<file path="src/rtl/swap_seq_if.sv">
// Handshake and write-port bundle between the control unit, the swap sequencer
// and the register-file write arbiter.
interface swap_seq_if #(
    parameter int DATA_W = 32,
    parameter int ADDR_W = 4
) ();
    logic              start;
    logic [ADDR_W-1:0] rs_addr;
    logic [ADDR_W-1:0] rt_addr;
    logic [DATA_W-1:0] rs_data;
    logic [DATA_W-1:0] rt_data;
    logic              wr_gnt;
    logic              busy;
    logic              done;
    logic              wr_req;
    logic [ADDR_W-1:0] wr_addr;
    logic [DATA_W-1:0] wr_data;
    logic              start_err;

    modport master (
        output start, rs_addr, rt_addr, rs_data, rt_data, wr_gnt,
        input  busy, done, wr_req, wr_addr, wr_data, start_err
    );

    modport slave (
        input  start, rs_addr, rt_addr, rs_data, rt_data, wr_gnt,
        output busy, done, wr_req, wr_addr, wr_data, start_err
    );
endinterface

</file>
<file path="src/rtl/swap_seq.sv">
// SWAP sequencer: snapshots RS/RT and writes each value back to the other's address.
// Optional SWAP_SAME_SKIP_EN: a swap with rs_addr==rt_addr skips both writes.
module swap_seq #(
    parameter int DATA_W = 32,
    parameter int ADDR_W = 4
) (
    input logic        clk,
    input logic        rst,
    swap_seq_if.slave  bus
);

    typedef enum logic [1:0] {
        IDLE  = 2'd0,
        WR_RS = 2'd1,
        WR_RT = 2'd2,
        DONE  = 2'd3
    } state_t;

    state_t            state;
    logic [DATA_W-1:0] a_reg;
    logic [DATA_W-1:0] b_reg;
    logic [ADDR_W-1:0] a_addr;
    logic [ADDR_W-1:0] b_addr;

    logic              busy_q;
    logic              done_q;
    logic              wr_req_q;
    logic [ADDR_W-1:0] wr_addr_q;
    logic [DATA_W-1:0] wr_data_q;
    logic              start_err_q;
    logic              same_skip;

`ifdef SWAP_SAME_SKIP_EN
    assign same_skip = (bus.rs_addr == bus.rt_addr);
`else
    assign same_skip = 1'b0;
`endif

    // NOTE: all state and outputs use non-blocking assignments so every branch
    // sees the pre-edge values; the async reset clears every register.
    always_ff @(posedge clk or posedge rst) begin
        if (rst) begin
            state       <= IDLE;
            a_reg       <= '0;
            b_reg       <= '0;
            a_addr      <= '0;
            b_addr      <= '0;
            busy_q      <= 1'b0;
            done_q      <= 1'b0;
            wr_req_q    <= 1'b0;
            wr_addr_q   <= '0;
            wr_data_q   <= '0;
            start_err_q <= 1'b0;
        end else begin
            done_q      <= 1'b0;
            start_err_q <= bus.start && (state != IDLE);

            case (state)
                IDLE: begin
                    if (bus.start) begin
                        a_reg  <= bus.rs_data;
                        b_reg  <= bus.rt_data;
                        a_addr <= bus.rs_addr;
                        b_addr <= bus.rt_addr;
                        if (same_skip) begin
                            state  <= DONE;
                            done_q <= 1'b1;
                        end else begin
                            state     <= WR_RS;
                            busy_q    <= 1'b1;
                            wr_req_q  <= 1'b1;
                            wr_addr_q <= bus.rs_addr;
                            wr_data_q <= bus.rt_data;
                        end
                    end
                end

                WR_RS: begin
                    if (bus.wr_gnt) begin
                        state     <= WR_RT;
                        wr_addr_q <= b_addr;
                        wr_data_q <= a_reg;
                    end else begin
                        wr_addr_q <= a_addr;
                        wr_data_q <= b_reg;
                    end
                end

                WR_RT: begin
                    // Second write still uses the snapshot, not the updated RS.
                    if (bus.wr_gnt) begin
                        state     <= DONE;
                        busy_q    <= 1'b0;
                        done_q    <= 1'b1;
                        wr_req_q  <= 1'b0;
                        wr_addr_q <= '0;
                        wr_data_q <= '0;
                    end
                end

                DONE: begin
                    state <= IDLE;
                end

                default: begin
                    state <= IDLE;
                end
            endcase
        end
    end

    assign bus.busy      = busy_q;
    assign bus.done      = done_q;
    assign bus.wr_req    = wr_req_q;
    assign bus.wr_addr   = wr_addr_q;
    assign bus.wr_data   = wr_data_q;
    assign bus.start_err = start_err_q;

endmodule

</file>
<file path="src/flat_wrapper.sv">
// flat-port wrapper written by rule: the top's interface ports become plain ports
module swap_seq_flat 
#(
    parameter int DATA_W = 32,
    parameter int ADDR_W = 4
)
  (clk, rst, bus_start, bus_rs_addr, bus_rt_addr, bus_rs_data, bus_rt_data, bus_wr_gnt, bus_busy, bus_done, bus_wr_req, bus_wr_addr, bus_wr_data, bus_start_err);
  swap_seq_if #(.DATA_W(DATA_W), .ADDR_W(ADDR_W)) bus_i ();
  input logic clk;
  input logic rst;
  input wire logic [$bits(bus_i.start)-1:0] bus_start;
  input wire logic [$bits(bus_i.rs_addr)-1:0] bus_rs_addr;
  input wire logic [$bits(bus_i.rt_addr)-1:0] bus_rt_addr;
  input wire logic [$bits(bus_i.rs_data)-1:0] bus_rs_data;
  input wire logic [$bits(bus_i.rt_data)-1:0] bus_rt_data;
  input wire logic [$bits(bus_i.wr_gnt)-1:0] bus_wr_gnt;
  output wire logic [$bits(bus_i.busy)-1:0] bus_busy;
  output wire logic [$bits(bus_i.done)-1:0] bus_done;
  output wire logic [$bits(bus_i.wr_req)-1:0] bus_wr_req;
  output wire logic [$bits(bus_i.wr_addr)-1:0] bus_wr_addr;
  output wire logic [$bits(bus_i.wr_data)-1:0] bus_wr_data;
  output wire logic [$bits(bus_i.start_err)-1:0] bus_start_err;
  assign bus_i.start = bus_start;
  assign bus_i.rs_addr = bus_rs_addr;
  assign bus_i.rt_addr = bus_rt_addr;
  assign bus_i.rs_data = bus_rs_data;
  assign bus_i.rt_data = bus_rt_data;
  assign bus_i.wr_gnt = bus_wr_gnt;
  assign bus_busy = bus_i.busy;
  assign bus_done = bus_i.done;
  assign bus_wr_req = bus_i.wr_req;
  assign bus_wr_addr = bus_i.wr_addr;
  assign bus_wr_data = bus_i.wr_data;
  assign bus_start_err = bus_i.start_err;
  swap_seq #(.DATA_W(DATA_W), .ADDR_W(ADDR_W)) u_core (.clk(clk), .rst(rst), .bus(bus_i));
endmodule
</file>
<file path="config.mk">
export PLATFORM = sky130hd
export DESIGN_NAME = swap_seq_flat
export DESIGN_NICKNAME = d
export VERILOG_FILES = /design/src/rtl/swap_seq_if.sv /design/src/rtl/swap_seq.sv /design/src/flat_wrapper.sv
export SDC_FILE = /design/constraint.sdc
export NUM_CORES = 1
export LEC_CHECK = 0
export ABC_AREA = 1
export ABC_CLOCK_PERIOD_IN_PS = 4000
export BUFFER_PORTS_ARGS = -buffer_cell sky130_fd_sc_hd__buf_2
export CORE_UTILIZATION = 25
export DETAILED_ROUTE_END_ITERATION = 8
export GPL_TIMING_DRIVEN = 0
export SYNTH_ARGS = -nofsm -noshare
export SYNTH_HDL_FRONTEND = slang
export SYNTH_SLANG_ARGS = --single-unit
export TNS_END_PERCENT = 30
</file>
<file path="constraint.sdc">
create_clock -name clk -period 4 [get_ports clk]
set_input_delay 0.8 -clock clk [delete_from_list [all_inputs] [get_ports clk]]
set_output_delay 0.8 -clock clk [all_outputs]
set_load 0.03 [all_outputs]
</file>
# Word-level counts from Yosys, hierarchy flattened
# Index checks and enable logic that the tools add are counted.
[word_totals]
latch_bits = 0
wordCells = 42
ram_bits = 0
mem_count = 0
rom_bits = 0
reg_bits = 113
input_bits = 76
[op_classes]
eq_ne = 6
n_bitwise = 0
reduce_logical = 9
div = 0
addsub = 0
order_cmp = 0
mul = 0
n_shift = 0
muxes = 17
[ops]
columns = ["op", "n"]
rows = [
  ["$mux W32", 3],
  ["$pmux W32 S3", 1],
  ["$mux W4", 3],
  ["$pmux W4 S3", 1],
  ["$reduce_and A3 Y1", 3],
  ["$pmux W2 S4", 1],
  ["$mux W2", 3],
  ["$ne A2 B2 Y1 const B", 3],
  ["$eq A2 B2 Y1 const B", 2],
  ["$mux W1", 4],
  ["$reduce_bool A2 Y1", 2],
  ["$reduce_bool A3 Y1", 1],
  ["$eq A2 B1 Y1 const B", 1],
  ["$logic_not A2 Y1", 1],
  ["$pmux W1 S2", 1],
  ["$reduce_and A2 Y1", 1],
  ["$logic_and A1 B1 Y1", 1],
]

# Depth between registers and ports, before layout
[logic_depth]
depth_word = 3
ltp_mapped = 9
ltp_nobuf = 8

# Least setup slack after synthesis
# OpenSTA, ideal clock, no wires.
[synth_timing]
path_type = "input -> register"
from = "in bus_wr_gnt"
to = "reg u_core.wr_data_q[19] (netlist: u_core.bus.wr_data[19])"
path_slack_ps = 2469
required_time_ps = 3883
arrival_time_ps = 1414
stages = 8
path_cell_list = "inv_1 buf_4 buf_2 nand2_1 nand3_1 nand2_1 nand2_1 nand2_1"
[synth_via]
elab_chain_len = 2
[synth_lines]
columns = ["element", "line", "source"]
rows = [
  ["from (decl)", "flat_wrapper.sv:16", "input wire logic [$bits(bus_i.wr_gnt)-1:0] bus_wr_gnt;"],
  ["$mux W32 / $ne A2 B2 Y1 (equally long branches)", "n/a", ""],
  ["$pmux W32 S3 / $reduce_and A3 Y1 (equally long branches)", "n/a", ""],
  ["to (signal assigned)", "swap_seq.sv:73", "wr_data_q <= bus.rt_data;"],
  ["to (signal assigned)", "swap_seq.sv:82", "wr_data_q <= a_reg;"],
  ["to (signal assigned)", "swap_seq.sv:85", "wr_data_q <= b_reg;"],
  ["to (decl)", "swap_seq.sv:29", "logic [DATA_W-1:0] wr_data_q;"],
]
# Several ways; a longest one is shown, not always the timed one.
# A chain may end at the register's enable or synchronous reset.

# Worst setup path after layout
[layout_timing]
from = "reg u_core.state[0]"
to = "reg u_core.wr_data_q[28] (netlist: u_core.bus.wr_data[28])"
[layout_via]
elab_chain_len = 3
[layout_lines]
columns = ["element", "line", "source"]
rows = [
  ["from (decl)", "swap_seq.sv:19", "state_t state;"],
  ["from (signal assigned)", "swap_seq.sv:43", "state <= IDLE;"],
  ["from (signal assigned)", "swap_seq.sv:66", "state <= DONE;"],
  ["from (signal assigned)", "swap_seq.sv:69", "state <= WR_RS;"],
  ["$eq A2 B2 Y1, or another cell as far along", "swap_seq.sv:58", "case (state)"],
  ["$ne A2 B2 Y1 (no line) / $reduce_bool A3 Y1 (equally long branches)", "n/a", ""],
  ["$reduce_and A3 Y1 (no line)", "n/a", ""],
]
# Several ways; a longest one is shown, not always the timed one.

==> Implementation_results.wiki <==
{| class="wikitable"
! Metric !! Value
|-
| Area after detailed placement || a little over 6000 sq um
|-
| Startpoint class of the critical path || register
|-
| Die width || 147 um
|-
| Yosys warns || 0
|-
| Leakage power of the design || 3.79 nW
|-
| Ratio of routed vias to standard cells || 4.11
|-
| Number of max-cap violations || 0
|-
| Delay contributed by the slowest stage of the critical path || 400 ps
|-
| Worst skew pair latency || 410 ps
|-
| Critical Path Most Common Cell || sky130_fd_sc_hd__nand2_1
|-
| WS Path Type || reg -> reg
|-
| Port Buffers || 115
|-
| Std-Cell Core Area || 20500 sq um
|-
| Worst Reg2Reg Path Length in Cells || 9
|-
| Switching share of power || 42.7%
|-
| I/O pin total || 116
|-
| Net count of the mapped netlist || 771
|-
| Die Ht || 147 um
|-
| Mean instance size in the synthesized netlist || 7.66 sq um
|-
| Final core utilization || 33.1%
|-
| Slack of the critical path || ~2100 ps
|-
| Post-route DRC violation count || 0
|-
| Headroom to the max-slew limit || 59.5%
|-
| Post-cts repair resize count || 0
|-
| H-Tree Depth || 4
|-
| Post-CTS clock slew at the launch and capture registers of the worst setup and hold paths || 50 ps
|-
| RSZ-0062 raised after global routing || false
|-
| Number of sinks handled by clock tree synthesis || roughly 110
|-
| # diodes || 0
|-
| Net count of the finished layout || 906
|-
| Post-detailed-route count of antenna-violating nets || 0
|-
| Grt ovf || 0
|-
| WP data required || around 4300 ps
|-
| End point of the critical path || u_core.bus.wr_data[28]$_DFFE_PP0P_
|-
| Number of pins exceeding their max-slew limit in the final report || 0
|-
| Largest driver fanout on the critical path || 10
|-
| Inst Count DP || 1076
|-
| Capture instance of the worst register-to-register path || u_core.bus.wr_data[28]$_DFFE_PP0P_
|-
| Placer Congestion || 0.746
|-
| Final non-filler cell total || 1107
|-
| Area of the die || 21700 sq um
|-
| CTS Hold Bufs || 0
|-
| Post-Synthesis Cell Area || 5290 sq um
|-
| Hold crit path type || in -> async
|-
| Seq pwr share || a little under a third
|-
| Starting DRT DRC Count || 149
|-
| Average routed wire per standard cell || 13.9 um
|-
| Ratio of cells with drive above 1 in the final layout || a little over a fifth
|-
| Routed via count || roughly 4.6k
|-
| Post-synthesis instance total || 690
|-
| Fraction of power consumed by the clock network || a little under a quarter
|-
| Worst Max-Slew Pin Slew || ~600 ps
|-
| Post-route minimum period || 1900 ps
|-
| CTS buffer count || 17
|-
| First-pass GRT wire length || around 25000 um
|-
| Number of global-route vias before repair || 4593
|-
| Share of the synthesized area in the top cell type || 53.5%
|-
| Area of all placed cells without fillers || about 6800 sq um
|-
| Worst slack at placement || 2000 ps
|-
| Timing-limited maximum frequency || 525 MHz
|-
| Launching point of the worst reg2reg path || u_core.state[0]$_DFFE_PP0P_
|-
| Worst setup slack for register-to-register paths || 2100 ps
|-
| Detailed-router iteration count before antenna repair || 4
|-
| Net switching power || 2.53 mW
|-
| Largest net degree at the start of global routing || 67
|-
| CTS tree || yes
|-
| All-layer global routing usage || 15.1%
|-
| Critical Path Source || u_core.state[0]$_DFFE_PP0P_
|-
| Internal power of the cells || 3.39 mW
|-
| Number of storage elements in the synthesis netlist || around 110
|-
| Worst hold slack across all endpoints || 423 ps
|-
| Capturing element type of the critical path || register
|-
| Max Root-Sink Buffers || 2
|-
| Slowest stage cell, crit path || sky130_fd_sc_hd__dfrtp_1
|-
| Power Total || 5.91 mW
|-
| Post-CTS setup buffer count || 0
|-
| Setup-violating endpoint count in the final report || 0
|-
| Number of cell rows || 52
|-
| Largest cells by area after synthesis || sky130_fd_sc_hd__dfrtp_1 53%, sky130_fd_sc_hd__nand2_1 19%, sky130_fd_sc_hd__a21oi_1 6.8%
|-
| Power per cell area || 872 nW/um^2
|-
| Post-Route Skew || 9.72 ps
|-
| CP arrival || 2210 ps
|-
| CP Cell Sequence || inv_1 > ha_1 > nand2_1 > clkinv_1 > buf_2 > nand3_1 > nand2_1 > nand2_1 > nand2_1
|-
| Worst IR Drop VDD || about 0.36 mV
|-
| Final total negative setup slack || 0 ps
|-
| Antenna violations before repair || 2
|-
| Effective utilization at floorplan || around 26%
|-
| Run status || completed
|-
| Combinational cell fraction of total power || 44.7%
|-
| Cell type with the largest total area after synthesis || sky130_fd_sc_hd__dfrtp_1
|-
| Sequential-to-total area share from yosys stat || 53.5%
|-
| Aggregate routed wire length || 15400 um
|-
| Root buffer selected by CTS || sky130_fd_sc_hd__clkbuf_16
|-
| Final Hold Viols || 0
|-
| Portion of the clock cycle consumed by the worst path in the final layout || approximately 48%
|-
| Area growth from synthesis to layout || 28.3%
|-
| HPWL reported at the end of detailed placement || 10600 um
|-
| Library cells used by synthesis || 20
|}
-- cells in the mapped netlist, drive strengths merged --
master	n
nand2	268
dfrtp	113
inv	80
nor2	74
a21oi	72
nand3	38
buf	30
clkbuf	6
ha	5
clkinv	2
nand3b	1
or2	1
-- worst min-delay path by stage --
stage	startpoint	end
after floorplan	u_core.a_addr[3]$_DFFE_PP0P_	u_core.a_addr[3]$_DFFE_PP0P_
after global placement	u_core.bus.wr_data[28]$_DFFE_PP0P_	u_core.bus.wr_data[28]$_DFFE_PP0P_
after detailed placement	u_core.bus.wr_data[3]$_DFFE_PP0P_	u_core.bus.wr_data[3]$_DFFE_PP0P_
after CTS	rst	u_core.bus.wr_data[1]$_DFFE_PP0P_
after global routing	rst	u_core.a_reg[1]$_DFFE_PP0P_
final	rst	u_core.a_reg[30]$_DFFE_PP0P_
-- worst max-delay path, delay by kind of cell, from the launching register on --
family	cells	cell delay, ps
fa+ha+maj	1	330
flops	1	400
simple gates	5	360
buf+inv	3	710
-- power by group through the flow --
stage,Clock (mW),Sequential [mW],Combinational [mW]
floorplan,0,2.18,1.59
global placement,0,1.87,2.66
detailed placement,0,1.88,2.70
CTS,1.46,1.86,2.71
global route,1.51,1.92,3.03
finish,1.41,1.86,2.65
-- cell families after synthesis --
kind of cell | Yosys count | share of synthesized area, %
buffers and inverters | 118 | 9.68
AND/OR/NAND/NOR | 382 | 28.8
flip-flops | 113 | 53.5
AO/OA/AOI/OAI | 72 | 6.82
adder cells (fa/ha/maj) | 5 | 1.18
-- layer usage --
metal	vias to the layer above	GRT usage [%]	part of all wire, %
li1	2359	-	-
met1	2068	19.8	48
met2	109	24.6	46
met3	15	4.20	5.1
met4	4	3.87	0.91
met5	-	0	0.17
-- cells in the final DEF (no fill, tap or decap), drive strengths merged --
master and n:
nor2 74, clkinvlp 3, dfrtp 113, ha 5, bufinv 1, a21oi 72, clkinv 7, nand2 268
buf 146, nand3 38, clkbuf 28, nand3b 1, inv 80, or2 1
-- final cells by class --
cell class              instances  area (sq um)
fillers                      2242         13700
flip-flops and latches        113          2830
multi-input cells             459          1950
repair buffers                116           603
clock buffers                  22           464
well taps                     270           338
inverters                      82           315
plain buffers                  36           201
clock inverters                 9          85.1
Power figures use the tool's default switching activity.
